$ cat src/rtl/sd_host_pkg.sv
// Shared definitions for the SD host command-path blocks: receiver FSM
// states, frame lengths, CRC7 polynomial and the R2 index code.
package sd_host_pkg;

  typedef logic [1:0] sd_state_t;

  localparam sd_state_t ST_IDLE       = 2'd0;
  localparam sd_state_t ST_WAIT_START = 2'd1;
  localparam sd_state_t ST_RECEIVE    = 2'd2;
  localparam sd_state_t ST_CHECK      = 2'd3;

  localparam int SHORT_LEN = 48;
  localparam int LONG_LEN  = 136;

  localparam logic [6:0] CRC7_POLY    = 7'h09;
  localparam logic [5:0] R2_CMD_INDEX = 6'h3F;

  // One serial CRC7 step, MSB-first, for x^7 + x^3 + 1.
  function automatic logic [6:0] crc7_step(input logic [6:0] crc, input logic b);
    logic fb;
    fb = b ^ crc[6];
    return {crc[5:0], 1'b0} ^ (fb ? CRC7_POLY : 7'h00);
  endfunction

endpackage

$ cat src/rtl/sd_crc7.sv
// Serial CRC7 generator (x^7 + x^3 + 1, seed 0), one bit per enabled cycle.
// The serial input is named bit_in because "bit" is a reserved word.
module sd_crc7
  import sd_host_pkg::*;
(
  input  logic       clk,
  input  logic       rst,
  input  logic       clear,
  input  logic       enable,
  input  logic       bit_in,
  output logic [6:0] crc
);

  logic [6:0] crc_p0;

  always_ff @(posedge clk) begin
    if (rst || clear) begin
      crc_p0 <= 7'h00;
    end else if (enable) begin
      crc_p0 <= crc7_step(crc_p0, bit_in);
    end
  end

  assign crc = crc_p0;

endmodule

$ cat src/rtl/sd_resp_rx.sv
// SD CMD-line response receiver: 48-bit and 136-bit (R2) frames with timeout,
// end-bit check and optional CRC7 check (macro SD_RESP_CRC_CHK_EN).
module sd_resp_rx
  import sd_host_pkg::*;
#(
  parameter int TIMEOUT_TICKS = 64
) (
  input  logic         clk,
  input  logic         rst,
  input  logic         sd_tick,
  input  logic         cmd_in,
  input  logic         arm,
  input  logic         long_resp,
  output logic         busy,
  output logic         resp_valid,
  output logic [127:0] response,
  output logic [5:0]   cmd_index,
  output logic         crc_err,
  output logic         end_err,
  output logic         timeout_err
);

  localparam int TO_W  = $clog2(TIMEOUT_TICKS + 1);
  localparam int CNT_W = $clog2(LONG_LEN + 1);
  // Frame bits above 127 (start/tx/reserved of R2) are never decoded, so the
  // register keeps 127 bits and the incoming bit completes a 128-bit view.
  localparam int SHIFT_W = 127;

  function automatic logic [127:0] decode_payload(input logic [119:0] body, input logic lng);
    if (lng) return {8'h00, body};
    return {96'h0, body[31:0]};
  endfunction

  sd_state_t            state_p0;
  logic                 long_p0;
  logic [CNT_W-1:0]     bit_cnt_p0;
  logic [TO_W-1:0]      to_cnt_p0;
  logic [SHIFT_W-1:0]   shreg_p0;
  logic [127:0]         response_p0;
  logic [5:0]           cmd_index_p0;
  logic                 end_err_p0;
  logic                 timeout_err_p0;

  logic [127:0]         shreg_nxt;
  logic [CNT_W-1:0]     bit_cnt_nxt;
  logic [TO_W-1:0]      to_cnt_nxt;
  logic [CNT_W-1:0]     frame_len;
  logic                 accept_arm;
  logic                 start_bit;
  logic                 timeout_hit;
  logic                 rx_done;
  logic                 shift_en;

  always_comb begin
    shreg_nxt   = {shreg_p0, cmd_in};
    bit_cnt_nxt = bit_cnt_p0 + CNT_W'(1);
    to_cnt_nxt  = to_cnt_p0 + TO_W'(1);
    frame_len   = long_p0 ? CNT_W'(LONG_LEN) : CNT_W'(SHORT_LEN);
    accept_arm  = (state_p0 == ST_IDLE) && arm;
    start_bit   = (state_p0 == ST_WAIT_START) && sd_tick && !cmd_in;
    timeout_hit = (state_p0 == ST_WAIT_START) && sd_tick && cmd_in &&
                  (to_cnt_nxt == TO_W'(TIMEOUT_TICKS));
    rx_done     = (state_p0 == ST_RECEIVE) && sd_tick && (bit_cnt_nxt == frame_len);
    shift_en    = start_bit || ((state_p0 == ST_RECEIVE) && sd_tick);
  end

  // ---- control stage: FSM, counters, status flags ----
  always_ff @(posedge clk) begin
    if (rst) begin
      state_p0       <= ST_IDLE;
      long_p0        <= 1'b0;
      bit_cnt_p0     <= '0;
      to_cnt_p0      <= '0;
      end_err_p0     <= 1'b0;
      timeout_err_p0 <= 1'b0;
    end else begin
      case (state_p0)
        ST_IDLE: begin
          if (arm) begin
            state_p0       <= ST_WAIT_START;
            long_p0        <= long_resp;
            bit_cnt_p0     <= '0;
            to_cnt_p0      <= '0;
            end_err_p0     <= 1'b0;
            timeout_err_p0 <= 1'b0;
          end
        end
        ST_WAIT_START: begin
          if (start_bit) begin
            state_p0   <= ST_RECEIVE;
            bit_cnt_p0 <= CNT_W'(1);
          end else if (timeout_hit) begin
            state_p0       <= ST_CHECK;
            timeout_err_p0 <= 1'b1;
          end else if (sd_tick) begin
            to_cnt_p0 <= to_cnt_nxt;
          end
        end
        ST_RECEIVE: begin
          if (sd_tick) begin
            bit_cnt_p0 <= bit_cnt_nxt;
            if (rx_done) begin
              state_p0   <= ST_CHECK;
              end_err_p0 <= ~cmd_in;
            end
          end
        end
        ST_CHECK: begin
          state_p0 <= ST_IDLE;
        end
        default: begin
          state_p0 <= ST_IDLE;
        end
      endcase
    end
  end

  // ---- data stage: shift register and decoded result registers ----
  // Results load on the edge that enters CHECK so they are valid together
  // with resp_valid; a timeout never reaches this load and leaves them intact.
  always_ff @(posedge clk) begin
    if (rst) begin
      shreg_p0     <= '0;
      response_p0  <= '0;
      cmd_index_p0 <= '0;
    end else begin
      if (accept_arm) begin
        shreg_p0 <= '0;
      end else if (shift_en) begin
        shreg_p0 <= shreg_nxt[SHIFT_W-1:0];
      end
      if (rx_done) begin
        response_p0  <= decode_payload(shreg_nxt[127:8], long_p0);
        cmd_index_p0 <= long_p0 ? R2_CMD_INDEX : shreg_nxt[45:40];
      end
    end
  end

`ifdef SD_RESP_CRC_CHK_EN
  localparam int SHORT_CRC_LAST = SHORT_LEN - 8;
  localparam int LONG_CRC_FIRST = LONG_LEN - 127;
  localparam int LONG_CRC_LAST  = LONG_LEN - 8;

  logic [6:0] crc_val;
  logic       crc_en;
  logic       crc_err_p0;

  // Coverage by 1-based bit position: short frames include the start bit,
  // R2 frames skip their first 8 bits.
  always_comb begin
    crc_en = 1'b0;
    if (start_bit) begin
      crc_en = !long_p0;
    end else if ((state_p0 == ST_RECEIVE) && sd_tick) begin
      if (long_p0) begin
        crc_en = (bit_cnt_nxt >= CNT_W'(LONG_CRC_FIRST)) &&
                 (bit_cnt_nxt <= CNT_W'(LONG_CRC_LAST));
      end else begin
        crc_en = (bit_cnt_nxt <= CNT_W'(SHORT_CRC_LAST));
      end
    end
  end

  sd_crc7 u_crc7 (
    .clk    (clk),
    .rst    (rst),
    .clear  (accept_arm),
    .enable (crc_en),
    .bit_in (cmd_in),
    .crc    (crc_val)
  );

  always_ff @(posedge clk) begin
    if (rst || accept_arm) begin
      crc_err_p0 <= 1'b0;
    end else if (rx_done) begin
      crc_err_p0 <= (crc_val != shreg_nxt[7:1]);
    end
  end

  assign crc_err = crc_err_p0;
`else
  assign crc_err = 1'b0;
`endif

  assign busy        = (state_p0 == ST_WAIT_START) || (state_p0 == ST_RECEIVE);
  assign resp_valid  = (state_p0 == ST_CHECK);
  assign response    = response_p0;
  assign cmd_index   = cmd_index_p0;
  assign end_err     = end_err_p0;
  assign timeout_err = timeout_err_p0;

endmodule
$ cat config.mk
export PLATFORM = sky130hd
export DESIGN_NAME = sd_resp_rx
export DESIGN_NICKNAME = d
export VERILOG_FILES = /design/src/rtl/sd_host_pkg.sv /design/src/rtl/sd_crc7.sv /design/src/rtl/sd_resp_rx.sv
export SDC_FILE = /design/constraint.sdc
export NUM_CORES = 1
export LEC_CHECK = 0
export CAP_MARGIN = 15
export CORE_AREA = 2 2 148 150
export CTS_CLUSTER_DIAMETER = 30
export DETAILED_ROUTE_END_ITERATION = 8
export DIE_AREA = 0 0 150 152
export MAX_ROUTING_LAYER = met4
export PLACE_DENSITY = 0.73
export SLEW_MARGIN = 30
export SYNTH_ARGS = -nofsm -noshare
export SYNTH_HDL_FRONTEND = slang
export SYNTH_SLANG_ARGS = --single-unit
$ cat constraint.sdc
create_clock -name clk -period 2.4 [get_ports clk]
set_input_delay 0.36 -clock clk [delete_from_list [all_inputs] [get_ports clk]]
set_output_delay 0.36 -clock clk [all_outputs]
set_load 0.005 [all_outputs]
==> metrics.cfg, run 1 <==
[outcome]
status = finished, violations left
failed_checks = negative setup slack

[synth]
ys_ff_latch = 273
netlist_area_um2 = 10200
synthCells = 1306
synth_top_area_share_pct = 53.3
synth_common_cells = nand2_1, dfxtp_1, a21oi_1
yosysWarnings = 0
synth_edf_count = 0
synth_area_per_cell_um2 = 7.84
synth-main-ff-cell = dfxtp_1
seq_area_frac_synth_pct = 53.3
async_flop_share_pct = 0
synth_area_leader_cell = dfxtp_1
synth.area.top_cells = dfxtp_1, nand2_1, a21oi_1
yosysMostFrequentCell = nand2_1
synth_cell_type_count = 50

[timing]
hold_violations = 0
max_freq_mhz = 408
relSlewSlack_pct = 49.3
tightest_slew_ns = 0.761
rsz0062_at_grt = yes
fin_worst_skew_ns = 0.0162
final.setup.tns_ns = -0.0942
setup_ws_ns = -0.0491
setup_viol = 5
maxSlewViolCount = 0
hold_ws_ns = 0.399
finalCritPeriodShare_pct = 102
final.min_clock_period_ns = 2.45

[cells_and_area]
multi_input_area_um2 = 4440
num_antenna_cells = 0
finish.utilization_pct = 66.2
stdcell_count = 1770
syn2layout_area_growth_pct = 38.0
drive_gt1_share_pct = 12.4
seq_area_um2 = 5480
final_nets = 1466
fillers = 1826

[worst_setup_path]
end_kind = register
arrival_ns = 2.90
max_stage_delay_ns = 0.34
cpLargestDelayFamily = compound AO/OA/AOI/OAI gates
path_depth = 10
r2r-start = bit_cnt_p0[1]$_SDFFE_PP0P_
crit_buf_inv = 4
start_kind = register
critPathKind = register to register
path_max_fanout = 19
slowest_stage = or3_4
required_ns = 2.85
rrSetupSlack_ns = -0.05
reg2reg_depth = 10
r2r-end = response[74]$_SDFFE_PP0P_
path_cells = buf_4 -> and3_4 -> or3_4 -> a2111oi_4 -> buf_4 -> o221a_4 -> buf_12 -> buf_12 -> nand3_1 -> a21oi_2

[die]
rows = 54
die_width_um = 150
die_y_um = 152
dieArea_um2 = 22800
initial_core_util_pct = 48.0
ios = 145
core-area_um2 = 21400

[cts]
cts_hold_buf = 0
numCtsBuffers = 47
cts_max_level = 2
cts_tree = yes
cts_sinks = 273
clockBufferDepth = 3
clk_latency_ns = 0.53
clkTransAtPathRegs_ns = 0.05
root_buffer = clkbuf_16

[placed_design]
place_inst = 1667
dpl.hpwl_um = 14200
gp_congestion = 0.779
portBuffers = 135

[global_route]
grt_pass1_vias = 8683
grt_overflow_total = 0
grt_usage_pct = 21.7
grt_max_degree = 149
grt_pass1_wl_um = 40600
grt_antenna_before_repair = 0

[routing]
drc = 0
wire_per_inst_um = 15.1
drtPass1Iterations = 6
drt-initial-drc-count = 556
vias = 9370
postRouteAntennaNets = 0
wl_um = 26800
via_per_inst = 5.29

[power]
ir_drop_mv = 0.603
p_per_area_nw_per_um2 = 906
p_leak_uw = 0.00468
total_power_uw = 12800

[run]
drv_cap = 0

[hold_path]
hp-class = input port to register
min_path_cells = 3
hp-start = long_resp
whs_endpoint = long_p0$_SDFFE_PP0P_

==> where the power goes <==
| group | switching, uW | total, uW | internal, uW |
|---|---|---|---|
| clock network | 2240 | 6560 | 4320 |
| logic | 1130 | 1630 | 500 |
| registers | 36.4 | 4620 | 4580 |
| total | 3410 | 12800 | 9400 |
==> state kept, by name (all words and copies together) (netlist names) <==
name         cells
to_cnt_p0        7
bit_cnt_p0       8
cmd_index        6
timeout_err      1
state_p0         2
shreg_p0       127
end_err          1
long_p0          1
response       120
==> worst max-delay path by stage <==
stage	slack, ns	from	to
after floorplan	-0.009	bit_cnt_p0[0]$_SDFFE_PP0P_	response[10]$_SDFFE_PP0P_
after global placement	-0.13	arm	bit_cnt_p0[5]$_SDFFE_PP0P_
after detailed placement	-0.18	arm	bit_cnt_p0[5]$_SDFFE_PP0P_
after CTS	-0.06	bit_cnt_p0[0]$_SDFFE_PP0P_	cmd_index[0]$_SDFFE_PP0P_
after global routing	-0.16	bit_cnt_p0[0]$_SDFFE_PP0P_	response[74]$_SDFFE_PP0P_
final	-0.05	bit_cnt_p0[1]$_SDFFE_PP0P_	response[74]$_SDFFE_PP0P_
==> area by class of cell <==
type / count / area share, %
Multi-Input combinational cell: 919 / 31.4
Clock buffer: 63 / 9.61
Sequential cell: 273 / 38.7
Inverter: 10 / 0.266
Clock inverter: 24 / 1.79
Tap cell: 280 / 2.48
Timing Repair Buffer: 201 / 15.7
==> metrics by stage <==
stage               area, um^2  worst slack (ns)
finish                   14100           -0.0491
global route             14100            -0.163
CTS                      13700           -0.0577
detailed placement       12000            -0.185
global placement         12000            -0.131
floorplan                10300          -0.00932
==> per-layer routing <==
metal	vias up	share of wire (%)	track usage [%]
met5	-	0	-
met4	0	1.8	6.60
met3	39	5.6	4.41
met2	271	49	35.4
met1	4422	43	27.1
li1	4638	-	-
==> worst min-delay path: cells and delay by family <==
family | cells | cell delay (ns)
buffers and inverters | 1 | 0.40
AOI/OAI and AO/OA | 1 | 0.05
and+or+nand+nor | 1 | 0.06
==> cells by family (layout without fill, tap and decap cells) <==
| group | count (synthesis) | after routing | synth area share, % |
|---|---|---|---|
| compound gates | 302 | 302 | 15.7 |
| other cells | 1 | 9 | 0.0366 |
| fa+ha+maj | 8 | 8 | 0.977 |
| simple gates | 599 | 599 | 24.6 |
| mux | 1 | 1 | 0.0977 |
| flops | 273 | 273 | 53.3 |
| buf+inv | 122 | 298 | 5.31 |
==> cell usage in the layout, fill, tap and decap left out, types with 4 or more instances in the layout <==
| cell type | netlist | layout |
|---|---|---|
| a21oi_1 | 267 | 260 |
| a21oi_2 | 0 | 7 |
| buf_12 | 0 | 16 |
| buf_4 | 13 | 39 |
| clkbuf_1 | 82 | 6 |
| clkbuf_16 | 0 | 56 |
| clkbuf_8 | 0 | 8 |
| clkdlybuf4s50_1 | 0 | 134 |
| clkinv_2 | 0 | 6 |
| clkinvlp_4 | 0 | 9 |
| conb_1 | 1 | 9 |
| dfxtp_1 | 273 | 267 |
| dfxtp_2 | 0 | 5 |
| ha_1 | 8 | 7 |
| inv_1 | 10 | 9 |
| nand2_1 | 417 | 414 |
| nand2b_1 | 6 | 5 |
| nand3_1 | 99 | 96 |
| nand3b_1 | 4 | 4 |
| nor2_1 | 27 | 26 |
| nor2b_1 | 4 | 4 |
| nor3_1 | 17 | 16 |
| o21ai_0 | 9 | 8 |
| o32ai_1 | 4 | 4 |
| or3_1 | 6 | 5 |
==> what timing repair did <==
item,CTS,global route
resized for setup,3,38
cloned,1,9
pin swaps,13,31
setup buffers,2,4
setup endpoints to repair,47,137
(Power assumes the default switching activity.)
==> run 2: changes to the inputs <==
Settings changed: REMOVE_ABC_BUFFERS from default to 1.
==> run 2 against run 1 <==
The run still ends with negative setup slack left. Hold slack worse by 0.13 ns. Clock power grew 0.8%. Die area stayed put. Clock skew hardly changed. Sequential share of layout area shrank 1.3 points. Count of clock-buffer cells in the layout increased by 1. Total power is 1.0% higher. Cell count rose by 0.34%. Non-clock buffer count rose by 7. First-iteration DRC count grew 24%. Sequential power barely moved. Combinational power is 6% higher. Highest routed layer unchanged.
==> metrics.cfg, run 2 (synthesis gave the netlist of run 1 again) <==
[cts]
cts_tree = yes  ; unchanged
cts_max_level = 2  ; unchanged
clk_latency_ns = 0.53  ; about the same
cts_sinks = 273  ; unchanged
root_buffer = clkbuf_16  ; unchanged
clkTransAtPathRegs_ns = 0.05  ; about the same
clockBufferDepth = 3  ; unchanged
numCtsBuffers = 48  ; was 47

[timing]
relSlewSlack_pct = 20.6  ; was 49.3%
final.min_clock_period_ns = 2.45  ; about the same
hold_violations = 0  ; unchanged
setup_viol = 54  ; was 5
max_freq_mhz = 408  ; about the same
hold_ws_ns = 0.267  ; was 0.399 ns
rsz0062_at_grt = yes  ; unchanged
maxSlewViolCount = 0  ; unchanged
finalCritPeriodShare_pct = 102  ; about the same
tightest_slew_ns = 1.19  ; was 0.761 ns
fin_worst_skew_ns = 0.0162  ; about the same
setup_ws_ns = -0.0529  ; was -0.0491 ns

[power]
p_leak_uw = 0.00491  ; was 0.00468 uW
comb_power_share_pct = 13.3  ; was 12.7%
ir_drop_mv = 0.670  ; was 0.603 mV
p_int_uw = 9490  ; was 9400 uW
pwr-share-clk_pct = 51.1  ; was 51.2%
power_frac_seq_pct = 35.7  ; was 36.0%
switchingPower_uw = 3440  ; was 3410 uW
switching_share_pct = 26.6  ; about the same
total_power_uw = 12900  ; was 12800 uW
p_per_area_nw_per_um2 = 884  ; was 906 nW/um^2

[worst_setup_path]
path_cells = buf_4 -> and3_4 -> or3_4 -> a2111oi_4 -> buf_4 -> o221a_4 -> buf_12 -> clkbuf_16 -> nand3_1 -> a21oi_1  ; was buf_4 -> and3_4 -> or3_4 -> a2111oi_4 -> buf_4 -> o221a_4 -> buf_12 -> buf_12 -> nand3_1 -> a21oi_2
start_kind = register  ; unchanged
crit_path_frequent_cell = buf_4
arrival_ns = 2.91  ; was 2.90 ns
path_max_fanout = 17  ; was 19
end_kind = register  ; unchanged
crit_buf_inv = 4  ; unchanged
max_stage_delay_ns = 0.36  ; was 0.34 ns
critPathKind = register to register  ; unchanged
rrSetupSlack_ns = -0.05  ; about the same
required_ns = 2.85  ; about the same
cpLargestDelayFamily = compound AO/OA/AOI/OAI gates  ; unchanged
slowest_stage = a2111oi_4  ; was or3_4

[cells_and_area]
stdcell_count = 1776  ; was 1770
drive_gt1_share_pct = 17.4  ; was 12.4%
final_area_um2 = 14600  ; was 14100 um^2
num_antenna_cells = 0  ; unchanged
final_nets = 1474  ; was 1466
top_register = shreg_p0  ; unchanged
final_cell_mix = nand2_1, dfxtp_1, a21oi_1, clkdlybuf4s50_1, nand3_1  ; unchanged
largest_reg_flops = 127  ; unchanged
final_common_cell = nand2_1  ; unchanged
syn2layout_area_growth_pct = 42.8  ; was 38.0%

[routing]
drtPass1Iterations = 5  ; was 6
via_per_inst = 5.35  ; was 5.29
wl_um = 28700  ; was 26800 um
drt-initial-drc-count = 687  ; was 556
drc = 0  ; unchanged
vias = 9504  ; was 9370
postRouteAntennaNets = 0  ; unchanged
wire_per_inst_um = 16.1  ; was 15.1 um

[outcome]
failed_checks = negative setup slack  ; unchanged
status = finished, violations left  ; unchanged

[die]
die_y_um = 152  ; unchanged
dieArea_um2 = 22800  ; unchanged
ios = 145  ; unchanged
rows = 54  ; unchanged
initial_core_util_pct = 48.0  ; unchanged
core-area_um2 = 21400  ; unchanged
die_width_um = 150  ; unchanged

[placed_design]
place_inst = 1663  ; was 1667
place_ws_ns = -0.130  ; was -0.185 ns
dpl.hpwl_um = 14300  ; was 14200 um
gp_congestion = 0.829  ; was 0.779
placed_area_um2 = 12000  ; about the same
portBuffers = 135  ; unchanged

[global_route]
grt_overflow_total = 0  ; unchanged
grt_usage_pct = 22.5  ; was 21.7%
grt_antenna_before_repair = 0  ; unchanged
grt_pass1_wl_um = 41800  ; was 40600 um
grt_pass1_vias = 8744  ; was 8683
grt_max_degree = 92  ; was 149

[hold_path]
hp-class = input port to register  ; unchanged

[run]
drv_cap = 0  ; unchanged

-- run 2: per-layer routing --
layer,share of wire [%],vias up,GRT usage (%)
met5,0,-,-
met1,44,4525,28.1
li1,-,4658,-
met3,5.0,49,3.75
met4,2.0,0,6.69
met2,50,272,37.3
-- run 2: path summary, 6_finish.rpt --
check / from / cells past startpoint / to
max: bit_cnt_p0[0]$_SDFFE_PP0P_ / 10 / response[108]$_SDFFE_PP0P_
min: rst / 2 / response[2]$_SDFFE_PP0P_
max reg2reg: bit_cnt_p0[0]$_SDFFE_PP0P_ / 10 / response[108]$_SDFFE_PP0P_
min reg2reg: response[88]$_SDFFE_PP0P_ / 2 / response[88]$_SDFFE_PP0P_
-- run 2: metrics by stage --
| stage | utilization, % | TNS (ns) |
|---|---|---|
| 4_1_cts | 63.9 | -0.156 |
| 3_3_place_gp | 56.2 | -0.127 |
| 5_1_grt | 68.5 | -7.74 |
| 2_1_floorplan | - | -995.78 |
| 6_report | 68.5 | -1.20 |
| 3_5_place_dp | 56.2 | -0.251 |
-- run 2: final cells by class --
type                       instances  area (um^2)
inverter                          10         37.5
timing repair buffer             208         2360
sequential                       273         5470
clock inverter                    22          246
clock buffer                      64         1350
fill                            1703         6720
tap                              280          350
multi-input combinational        919         4810
-- run 2: power by group through the flow --
stage / combinational, uW / clock [uW] / sequential, uW
3_3_place_gp: 1650 / 0 / 4700
4_1_cts: 1660 / 6650 / 4610
6_report: 1720 / 6610 / 4610
3_5_place_dp: 1650 / 0 / 4700
5_1_grt: 1870 / 6890 / 4610
2_1_floorplan: 743 / 0 / 4750
-- run 2: timing repair --
| action | 4_1_cts | 5_1_grt |
|---|---|---|
| setup buffers | 0 | 9 |
| gates cloned | 1 | 17 |
| gates resized for setup | 3 | 127 |
| pin swaps | 8 | 94 |
| hold buffers | 0 | 0 |
| setup endpoints to repair | 19 | 130 |
